--- src/rtl/flag_intr_unit.sv ---
// Carry/zero/interrupt-enable flags plus a synchronized interrupt front end and service FSM.
// Interrupt line to INT_REQ takes SYNC_STAGES+1 edges; INT_REQ/SHAD_LD are combinational from state.
module flag_intr_unit #(
  parameter int SYNC_STAGES = 2
) (
  input  logic CLK,
  input  logic RST_N,
  input  logic ALU_C,
  input  logic ALU_Z,
  input  logic FLG_C_LD,
  input  logic FLG_Z_LD,
  input  logic FLG_C_SET,
  input  logic FLG_C_CLR,
  input  logic FLG_RESTORE,
  input  logic SHAD_C_IN,
  input  logic SHAD_Z_IN,
  input  logic INT_SET,
  input  logic INT_CLR,
  input  logic INT_IN,
  input  logic INT_ACK,
  output logic C_FLAG,
  output logic Z_FLAG,
  output logic SHAD_LD,
  output logic I_FLAG,
  output logic INT_REQ,
  output logic IN_SVC
);

  localparam logic [1:0] ST_IDLE     = 2'd0;
  localparam logic [1:0] ST_PEND     = 2'd1;
  localparam logic [1:0] ST_SVC      = 2'd2;
  localparam logic [1:0] ST_SVC_PEND = 2'd3;

  logic [SYNC_STAGES-1:0] sync_q;
  logic                   edge_q;
  logic                   int_event;
  logic                   ack_acc;
  logic [1:0]             state;
  logic [1:0]             state_nxt;
  logic                   c_nxt;
  logic                   z_nxt;
  logic                   i_nxt;

  // Sync chain shifts toward the MSB; edge_q holds the previous synchronized level.
  always_ff @(posedge CLK or negedge RST_N) begin
    if (!RST_N) begin
      sync_q <= '0;
      edge_q <= 1'b0;
    end else begin
      sync_q <= {sync_q[SYNC_STAGES-2:0], INT_IN};
      edge_q <= sync_q[SYNC_STAGES-1];
    end
  end

  assign int_event = sync_q[SYNC_STAGES-1] & ~edge_q;

  assign INT_REQ = (state == ST_PEND) & I_FLAG;
  assign ack_acc = INT_ACK & INT_REQ;
  assign SHAD_LD = ack_acc;
  assign IN_SVC  = (state == ST_SVC) | (state == ST_SVC_PEND);

  always_comb begin
    state_nxt = state;
    case (state)
      ST_IDLE: begin
        if (int_event) state_nxt = ST_PEND;
      end
      ST_PEND: begin
        // An event arriving with the ack is parked behind the new handler.
        if (ack_acc) state_nxt = int_event ? ST_SVC_PEND : ST_SVC;
      end
      ST_SVC: begin
        if (int_event && FLG_RESTORE) state_nxt = ST_PEND;
        else if (int_event)           state_nxt = ST_SVC_PEND;
        else if (FLG_RESTORE)         state_nxt = ST_IDLE;
      end
      ST_SVC_PEND: begin
        if (FLG_RESTORE) state_nxt = ST_PEND;
      end
      default: state_nxt = ST_IDLE;
    endcase
  end

  always_comb begin
    c_nxt = C_FLAG;
    if (FLG_RESTORE)    c_nxt = SHAD_C_IN;
    else if (FLG_C_CLR) c_nxt = 1'b0;
    else if (FLG_C_SET) c_nxt = 1'b1;
    else if (FLG_C_LD)  c_nxt = ALU_C;

    z_nxt = Z_FLAG;
    if (FLG_RESTORE)   z_nxt = SHAD_Z_IN;
    else if (FLG_Z_LD) z_nxt = ALU_Z;

    i_nxt = I_FLAG;
    if (ack_acc)          i_nxt = 1'b0;
    else if (FLG_RESTORE) i_nxt = 1'b1;
    else if (INT_CLR)     i_nxt = 1'b0;
    else if (INT_SET)     i_nxt = 1'b1;
  end

  always_ff @(posedge CLK or negedge RST_N) begin
    if (!RST_N) begin
      state  <= ST_IDLE;
      C_FLAG <= 1'b0;
      Z_FLAG <= 1'b0;
      I_FLAG <= 1'b0;
    end else begin
      state  <= state_nxt;
      C_FLAG <= c_nxt;
      Z_FLAG <= z_nxt;
      I_FLAG <= i_nxt;
    end
  end

  // Entering service always masks further requests until RETIE.
  a_ack_enters_svc: assert property (@(posedge CLK) disable iff (!RST_N)
    SHAD_LD |=> (!I_FLAG && IN_SVC));

  a_req_only_pend: assert property (@(posedge CLK) disable iff (!RST_N)
    INT_REQ |-> (state == ST_PEND));

endmodule

--- config.mk ---
export PLATFORM = sky130hd
export DESIGN_NAME = flag_intr_unit
export DESIGN_NICKNAME = d
export VERILOG_FILES = /design/src/rtl/flag_intr_unit.sv
export SDC_FILE = /design/constraint.sdc
export NUM_CORES = 1
export LEC_CHECK = 0
export ABC_AREA = 1
export CAP_MARGIN = 5
export CORE_AREA = 2 2 39 41
export CTS_CLUSTER_DIAMETER = 50
export CTS_CLUSTER_SIZE = 14
export DETAILED_ROUTE_END_ITERATION = 10
export DIE_AREA = 0 0 41 43
export GPL_ROUTABILITY_DRIVEN = 0
export HOLD_SLACK_MARGIN = 0.08
export PLACE_DENSITY = 0.69
export SKIP_CTS_REPAIR_TIMING = 1
export SYNTH_ARGS = -nofsm -noshare
export SYNTH_HDL_FRONTEND = slang
export SYNTH_SLANG_ARGS = --single-unit
--- constraint.sdc ---
create_clock -name CLK -period 1.5 [get_ports CLK]
set_clock_uncertainty 0.15 [all_clocks]
set_input_delay 0.3 -clock CLK [delete_from_list [all_inputs] [get_ports CLK]]
set_output_delay 0.3 -clock CLK [all_outputs]
set_load 0.01 [all_outputs]
==> results_tabular.tex <==
\begin{tabular}{lr}
\hline
Metric & Value \\
\hline
\multicolumn{2}{l}{\textbf{Global route}} \\
\quad Vias in the first global route & 423 \\
\quad Sum of overflow across all layers after global routing & 0 \\
\quad Largest net degree at the start of global routing & 9 \\
\quad First-pass GRT wire length & 1500 um \\
\quad Antenna violations before repair & 0 \\
\quad Global Route Usage Sum & 13.2\% \\
\multicolumn{2}{l}{\textbf{Die}} \\
\quad Cell Rows & 14 \\
\quad Initial Util & 33.9\% \\
\quad Core Region & 0.00138 mm\^{}2 \\
\quad Horizontal extent of the die & approximately 41 um \\
\quad I/O pin cnt & 21 \\
\quad Die Ht & 43 um \\
\quad Die area & around 0.0018 mm\^{}2 \\
\multicolumn{2}{l}{\textbf{Min path}} \\
\quad Worst hold path class & input pin to asynchronous set/reset pin \\
\multicolumn{2}{l}{\textbf{Power and ir drop}} \\
\quad Worst-case vdd ir drop & $\sim$0.00066 V \\
\quad Post-layout total power & between 1 and 1.5 mW \\
\quad P per Cell Area & 1320 mW/mm\^{}2 \\
\quad Leakage & roughly 0.44 nW \\
\multicolumn{2}{l}{\textbf{Timing}} \\
\quad Worst-Margin Slew & 0.359 ns \\
\quad Fin crit period & around 1.7 ns \\
\quad Maximum operating frequency & between 500 and 600 MHz \\
\quad Relative slew margins & between 70 and 80\% \\
\quad Number of max-slew violations in the final report & 0 \\
\quad Endpoints failing hold & 0 \\
\quad Setup repair after global routing missed its margin & true \\
\quad Fraction of the cycle the final worst path needs & 113\% \\
\quad Setup ws final & -0.197 ns \\
\quad \# setup viols final & 3 \\
\multicolumn{2}{l}{\textbf{Worst setup path}} \\
\quad Arrival time worst endpoint & roughly 1.3 ns \\
\quad Critical path fanouts, max & 4 \\
\quad Endpoint class of the critical path & output port \\
\quad Reg-to-reg critical path startpoint & state[1] \\
\quad Crit path required time & roughly 1.1 ns \\
\quad Launching element of the worst setup path & state[0] \\
\quad Startpoint-to-endpoint class of the critical path & register to output port \\
\quad Startpoint type of the worst setup path & register \\
\multicolumn{2}{l}{\textbf{Routing}} \\
\quad Total detailed-routing wirelength & approximately 1200 um \\
\quad Number of DRC markers after the initial detailed-route iteration & 7 \\
\quad Ratio of routed vias to standard cells & approximately 4.5 \\
\quad Number of routed nets with antenna violations & 0 \\
\quad Remaining design rule violation count & 0 \\
\quad Routed length per instance & 10.5 um \\
\quad Via Count & between 400 and 500 \\
\quad Count of TritonRoute iterations in the first routing pass & 4 \\
\multicolumn{2}{l}{\textbf{CTS}} \\
\quad Worst-skew pair later-pin latency & around 0.25 ns \\
\quad H-Tree Level Count & 1 \\
\quad \# clock sinks & 8 \\
\quad Clk buf depth & 2 \\
\quad CTS tree & done \\
\quad Number of buffers inserted during clock tree synthesis & 3 \\
\quad Cell at the root of the clock tree & clkbuf\_4 \\
\quad CTS clk-pin slew, worst paths & approximately 0.05 ns \\
\multicolumn{2}{l}{\textbf{Outcome}} \\
\quad Failing checks & negative setup slack \\
\quad Run status & finished with violations \\
\multicolumn{2}{l}{\textbf{Final layout}} \\
\quad Proportion of layout cells with a drive suffix above 1 & about 30\% \\
\quad Growth of design area from synthesis to finish & 77.9\% \\
\quad Final Instance Area & about 830 um\^{}2 \\
\quad Final nets & around 120 \\
\quad Final non-filler cell total & 110 \\
\quad Antenna diodes & 0 \\
\multicolumn{2}{l}{\textbf{Yosys}} \\
\quad Yosys Warn Count & 0 \\
\quad Share of Yosys cell area claimed by the top area cell type & 42.7\% \\
\quad Most used standard cells in the synthesized netlist & nand2\_1, inv\_1, dfrtp\_1, nor2\_1 \\
\quad EDFF count, synth & 0 \\
\quad Synth area leaders & dfrtp\_1, nand2\_1, ha\_1, inv\_1, a21oi\_1 \\
\quad Number of storage elements in the synthesis netlist & 8 \\
\quad Number of unique standard cell types used by synthesis & 13 \\
\quad Synth area leader & dfrtp\_1 \\
\quad Sequential element share of the synthesized area & 42.7\% \\
\quad Synthesized net count & 81 \\
\quad Syn avg cell area & about 7.6 um\^{}2 \\
\quad Predominant post-synthesis flop cell & dfrtp\_1 \\
\quad Netlist Area Pre-Place & around 470 um\^{}2 \\
\quad Synthesized instance count & 62 \\
\quad Cell with the most instances after synthesis & nand2\_1 \\
\quad Fraction of synthesis flops using an asynchronous set or reset pin & 100\% \\
\multicolumn{2}{l}{\textbf{Run}} \\
\quad Max\_cap viols & 0 \\
\multicolumn{2}{l}{\textbf{Placement}} \\
\quad Detailed placement HPWL & between 800 and 900 um \\
\quad Number of port buffers & 20 \\
\quad Placed Instances & 106 \\
\quad Total placed instance area & 749 um\^{}2 \\
\hline
\end{tabular}
-- cell type report --
class | count | area [um^2]
repair buffers | 29 | 273
inverters | 12 | 45.0
clock buffers | 3 | 22.5
fillers | 136 | 549
flip-flops and latches | 8 | 203
multi-input cells | 42 | 272
well taps | 16 | 20.0
-- worst max-delay path, cell delays in order (launching register included) --
cell	delay [ns]
dfrtp_2	0.41
inv_2	0.06
ha_4	0.15
or2_4	0.25
buf_6	0.12
-- flip-flops by register name, indices dropped and copies added (netlist names) --
| signal | cells |
|---|---|
| C_FLAG | 1 |
| I_FLAG | 1 |
| Z_FLAG | 1 |
| edge_q | 1 |
| state | 2 |
| sync_q | 2 |
-- power breakdown --
group          total [mW]  internal [mW]  switching, mW
clock network       0.162         0.0914         0.0707
logic               0.637          0.341          0.297
registers           0.305          0.259         0.0466
total                1.10          0.691          0.414
-- path summary, 6_finish.rpt --
path / endpoint / slack (ns) / depth (start not counted)
max: IN_SVC / -0.20 / 4
min: I_FLAG / 0.17 / 1
max reg2reg: state[0] / 0 / 10
min reg2reg: sync_q[1] / 0.21 / 0
max in group asynchronous: state[0] / 0.75 / 1
min in group CLK: sync_q[1] / 0.21 / 0
-- metal layers --
metal  global-route usage [%]  share of wire [%]  vias to the layer above
met3                     7.33                 12                        2
li1                         -                  -                      252
met1                     12.6                 38                      221
met4                     8.00               0.69                        0
met5                        0                  0                        -
met2                     20.6                 48                       20
-- logic make-up (layout without fill, tap and decap cells) --
kind of cell,Yosys count,after routing,synth area share (%)
AOI/OAI and AO/OA,7,7,8.00
adders and majority gates,4,4,10.7
buffers and inverters,12,44,9.60
DFF,8,8,42.7
muxes,1,1,2.13
and+or+nand+nor,30,30,26.9
-- cell usage in the layout, fill, tap and decap left out, types with 2 or more instances in the layout --
master	n
nand2_1	20
clkdlybuf4s50_1	14
inv_1	9
buf_4	9
dfrtp_1	6
nor2_1	5
a21oi_1	4
inv_2	3
ha_4	3
clkbuf_4	3
dlymetal6s2s_1	3
nand3_2	2
o21ai_0	2
buf_6	2
dfrtp_2	2
-- metrics by stage --
step | setup slack (ns) | setup TNS [ns] | util (%) | hold slack [ns]
6_report | -0.197 | -0.464 | 60.3 | 0.173
5_1_grt | -0.239 | -0.750 | 60.3 | 0.192
4_1_cts | -0.647 | -2.18 | 55.8 | 0.178
3_5_place_dp | -0.393 | -1.05 | 54.2 | 0.192
3_3_place_gp | -0.376 | -0.978 | 54.2 | 0.187
2_1_floorplan | 0.0682 | 0 | - | -0.146
No activity file was read; power rests on OpenSTA's default activity.
==> RTL change: new RTL, same flow settings <==
Set the parameter `SYNC_STAGES` to 4 (it was 2).
--- a/src/rtl/flag_intr_unit.sv
+++ b/src/rtl/flag_intr_unit.sv
@@ -3,3 +3,3 @@
 module flag_intr_unit #(
-  parameter int SYNC_STAGES = 2
+  parameter int SYNC_STAGES = 4
 ) (
Function: changed (a bounded check fails within 4 cycles, from zero or initial values and one cycle with RST_N low).
==> RTL change against the unedited design <==
The run still ends with negative setup slack left; power increased by 12%; clock power rose by 49%; final area rose by 7.9%; cell count up 3.6%; sequential cell count rose by 2; area after synthesis grew 11%; worst setup slack better by 0.0010 ns; routed wire length up 5.2%; largest power group unchanged.
==> RTL change: results (changes against the unedited design) <==
stage	metric	value	unit	change
placement	post-DP HPWL	945	um	+12%
detailed_routing	final wirelength	1.22	mm	+5.2%
yosys	area leader, netlist	dfrtp_1		
global_routing	first-pass GRT wire length	1.84	mm	+22%
worst_setup_path	max incr delay on CP	0.40	ns	
sta	final worst slack	-0.196	ns	+0.00103 ns
detailed_routing	via count	519		+4.8%
worst_setup_path	critical path peak fanout	4		unchanged
min_path	Hold Crit Class	in -> async		
global_routing	antenna violations before repair	0		unchanged
placement	port bufs	20		unchanged
power	peak supply drop	0.811	mV	+24%
yosys	number of distinct library cells after synthesis	13		unchanged
clock_tree	CTS Root Cell	clkbuf_4		
yosys	Seq/Total Area, Yosys	48.2	%	+5.5 points
cells_and_area	Top Registers	sync_q x4, state x2		
worst_setup_path	Slowest cell on crit path	dfrtp_1		
power	Net Switching	437	uW	+5.5%
sta	setup violators final	3		unchanged
cells_and_area	fin nets	118		+2.6%
outcome	failing checks	negative setup slack		
clock_tree	Max H-tree Level	1		unchanged
detailed_routing	drt first-iter violations	2		-5
cells_and_area	share of post-route cells with drive strength above 1	31.6	%	+1.8 points
clock_tree	Clock Path Buffers	2		unchanged
global_routing	vias in the first global route	504		+19%
clock_tree	clock-pin transition on the worst setup and hold timing paths	0.06	ns	
cells_and_area	layout filler cell count	125		-8.1%
cells_and_area	post-route insts no fill	114		+3.6%
power	Leakage	0.476	nW	+7.4%
cells_and_area	Antenna diodes	0		unchanged
yosys	ys async rst share	100	%	unchanged
sta	Worst Tran Pin Value	0.436	ns	+0.0765 ns
global_routing	largest net degree at the start of global routing	11		+2
detailed_routing	Pre-Repair DR Iteration Count	4		unchanged
outcome	status	finished with violations		
yosys	main area contributors after synthesis	dfrtp_1 48%, nand2_1 14%, ha_1 9.6%, inv_1 8.7%, a21oi_1 3.9%		
yosys	syn nets	83		+2.5%
yosys	most frequent cells after synthesis	20 x nand2_1, 12 x inv_1, 10 x dfrtp_1		
clock_tree	total CTS buffers	3		unchanged
global_routing	All-Layer GR Usage	16.6	%	+3.4 points
yosys	Ys Warns	0		unchanged
yosys	Syn Area/Cell	8.11	um2	+7.2%
worst_setup_path	CP delay by family, top	flip-flops		
clock_tree	worst-skew pair later-pin latency	0.27	ns	+0.02 ns
worst_setup_path	worst path arrival time	1.25	ns	about the same
[RTL change: cell families after synthesis]
group,Yosys count,share of synthesized area (%)
AOI/OAI and AO/OA,7,7.23
adders and majority gates,4,9.64
buffers and inverters,12,8.67
DFF,10,48.2
muxes,1,1.93
and+or+nand+nor,30,24.3
[RTL change: final timing paths]
kind	from	to	slack, ns	cells after the start
max in group asynchronous	RST_N	state[1]	0.68	1
max	state[0]	IN_SVC	-0.20	4
min	RST_N	I_FLAG	0.18	1
min reg2reg	sync_q[2]	sync_q[3]	0.20	0
max reg2reg	state[0]	state[0]	0.07	8
min in group CLK	sync_q[2]	sync_q[3]	0.20	0
[RTL change: per-layer routing]
metal / track usage, % / wire [um]
met5: 0 / 0
met3: 9.42 / 200
met2: 26.3 / 565
met1: 14.5 / 411
met4: 12.0 / 40
[RTL change: metrics by stage]
step                      area (um2)  worst slack, ns  setup TNS (ns)
after floorplan                  519           0.0686               0
after global placement           807           -0.393          -0.992
after detailed placement         807           -0.424           -1.07
final                            901           -0.196          -0.523
after CTS                        843           -0.662           -2.30
after global routing             901           -0.250          -0.703
[RTL change: layout make-up]
type,instances,area [um2],area share [%]
clock buffers,4,36.3,4.03
inverters,12,45.0,5.00
well taps,16,20.0,2.22
flip-flops and latches,10,251,27.9
multi-input cells,42,274,30.4
repair buffers,30,274,30.4
[RTL change: power by group through the flow]
stage	clock network, mW	registers, mW	logic, mW
2_1_floorplan	0	0.350	0.280
3_3_place_gp	0	0.348	0.528
5_1_grt	0.261	0.359	0.722
4_1_cts	0.249	0.345	0.544
6_report	0.242	0.353	0.640
3_5_place_dp	0	0.350	0.543
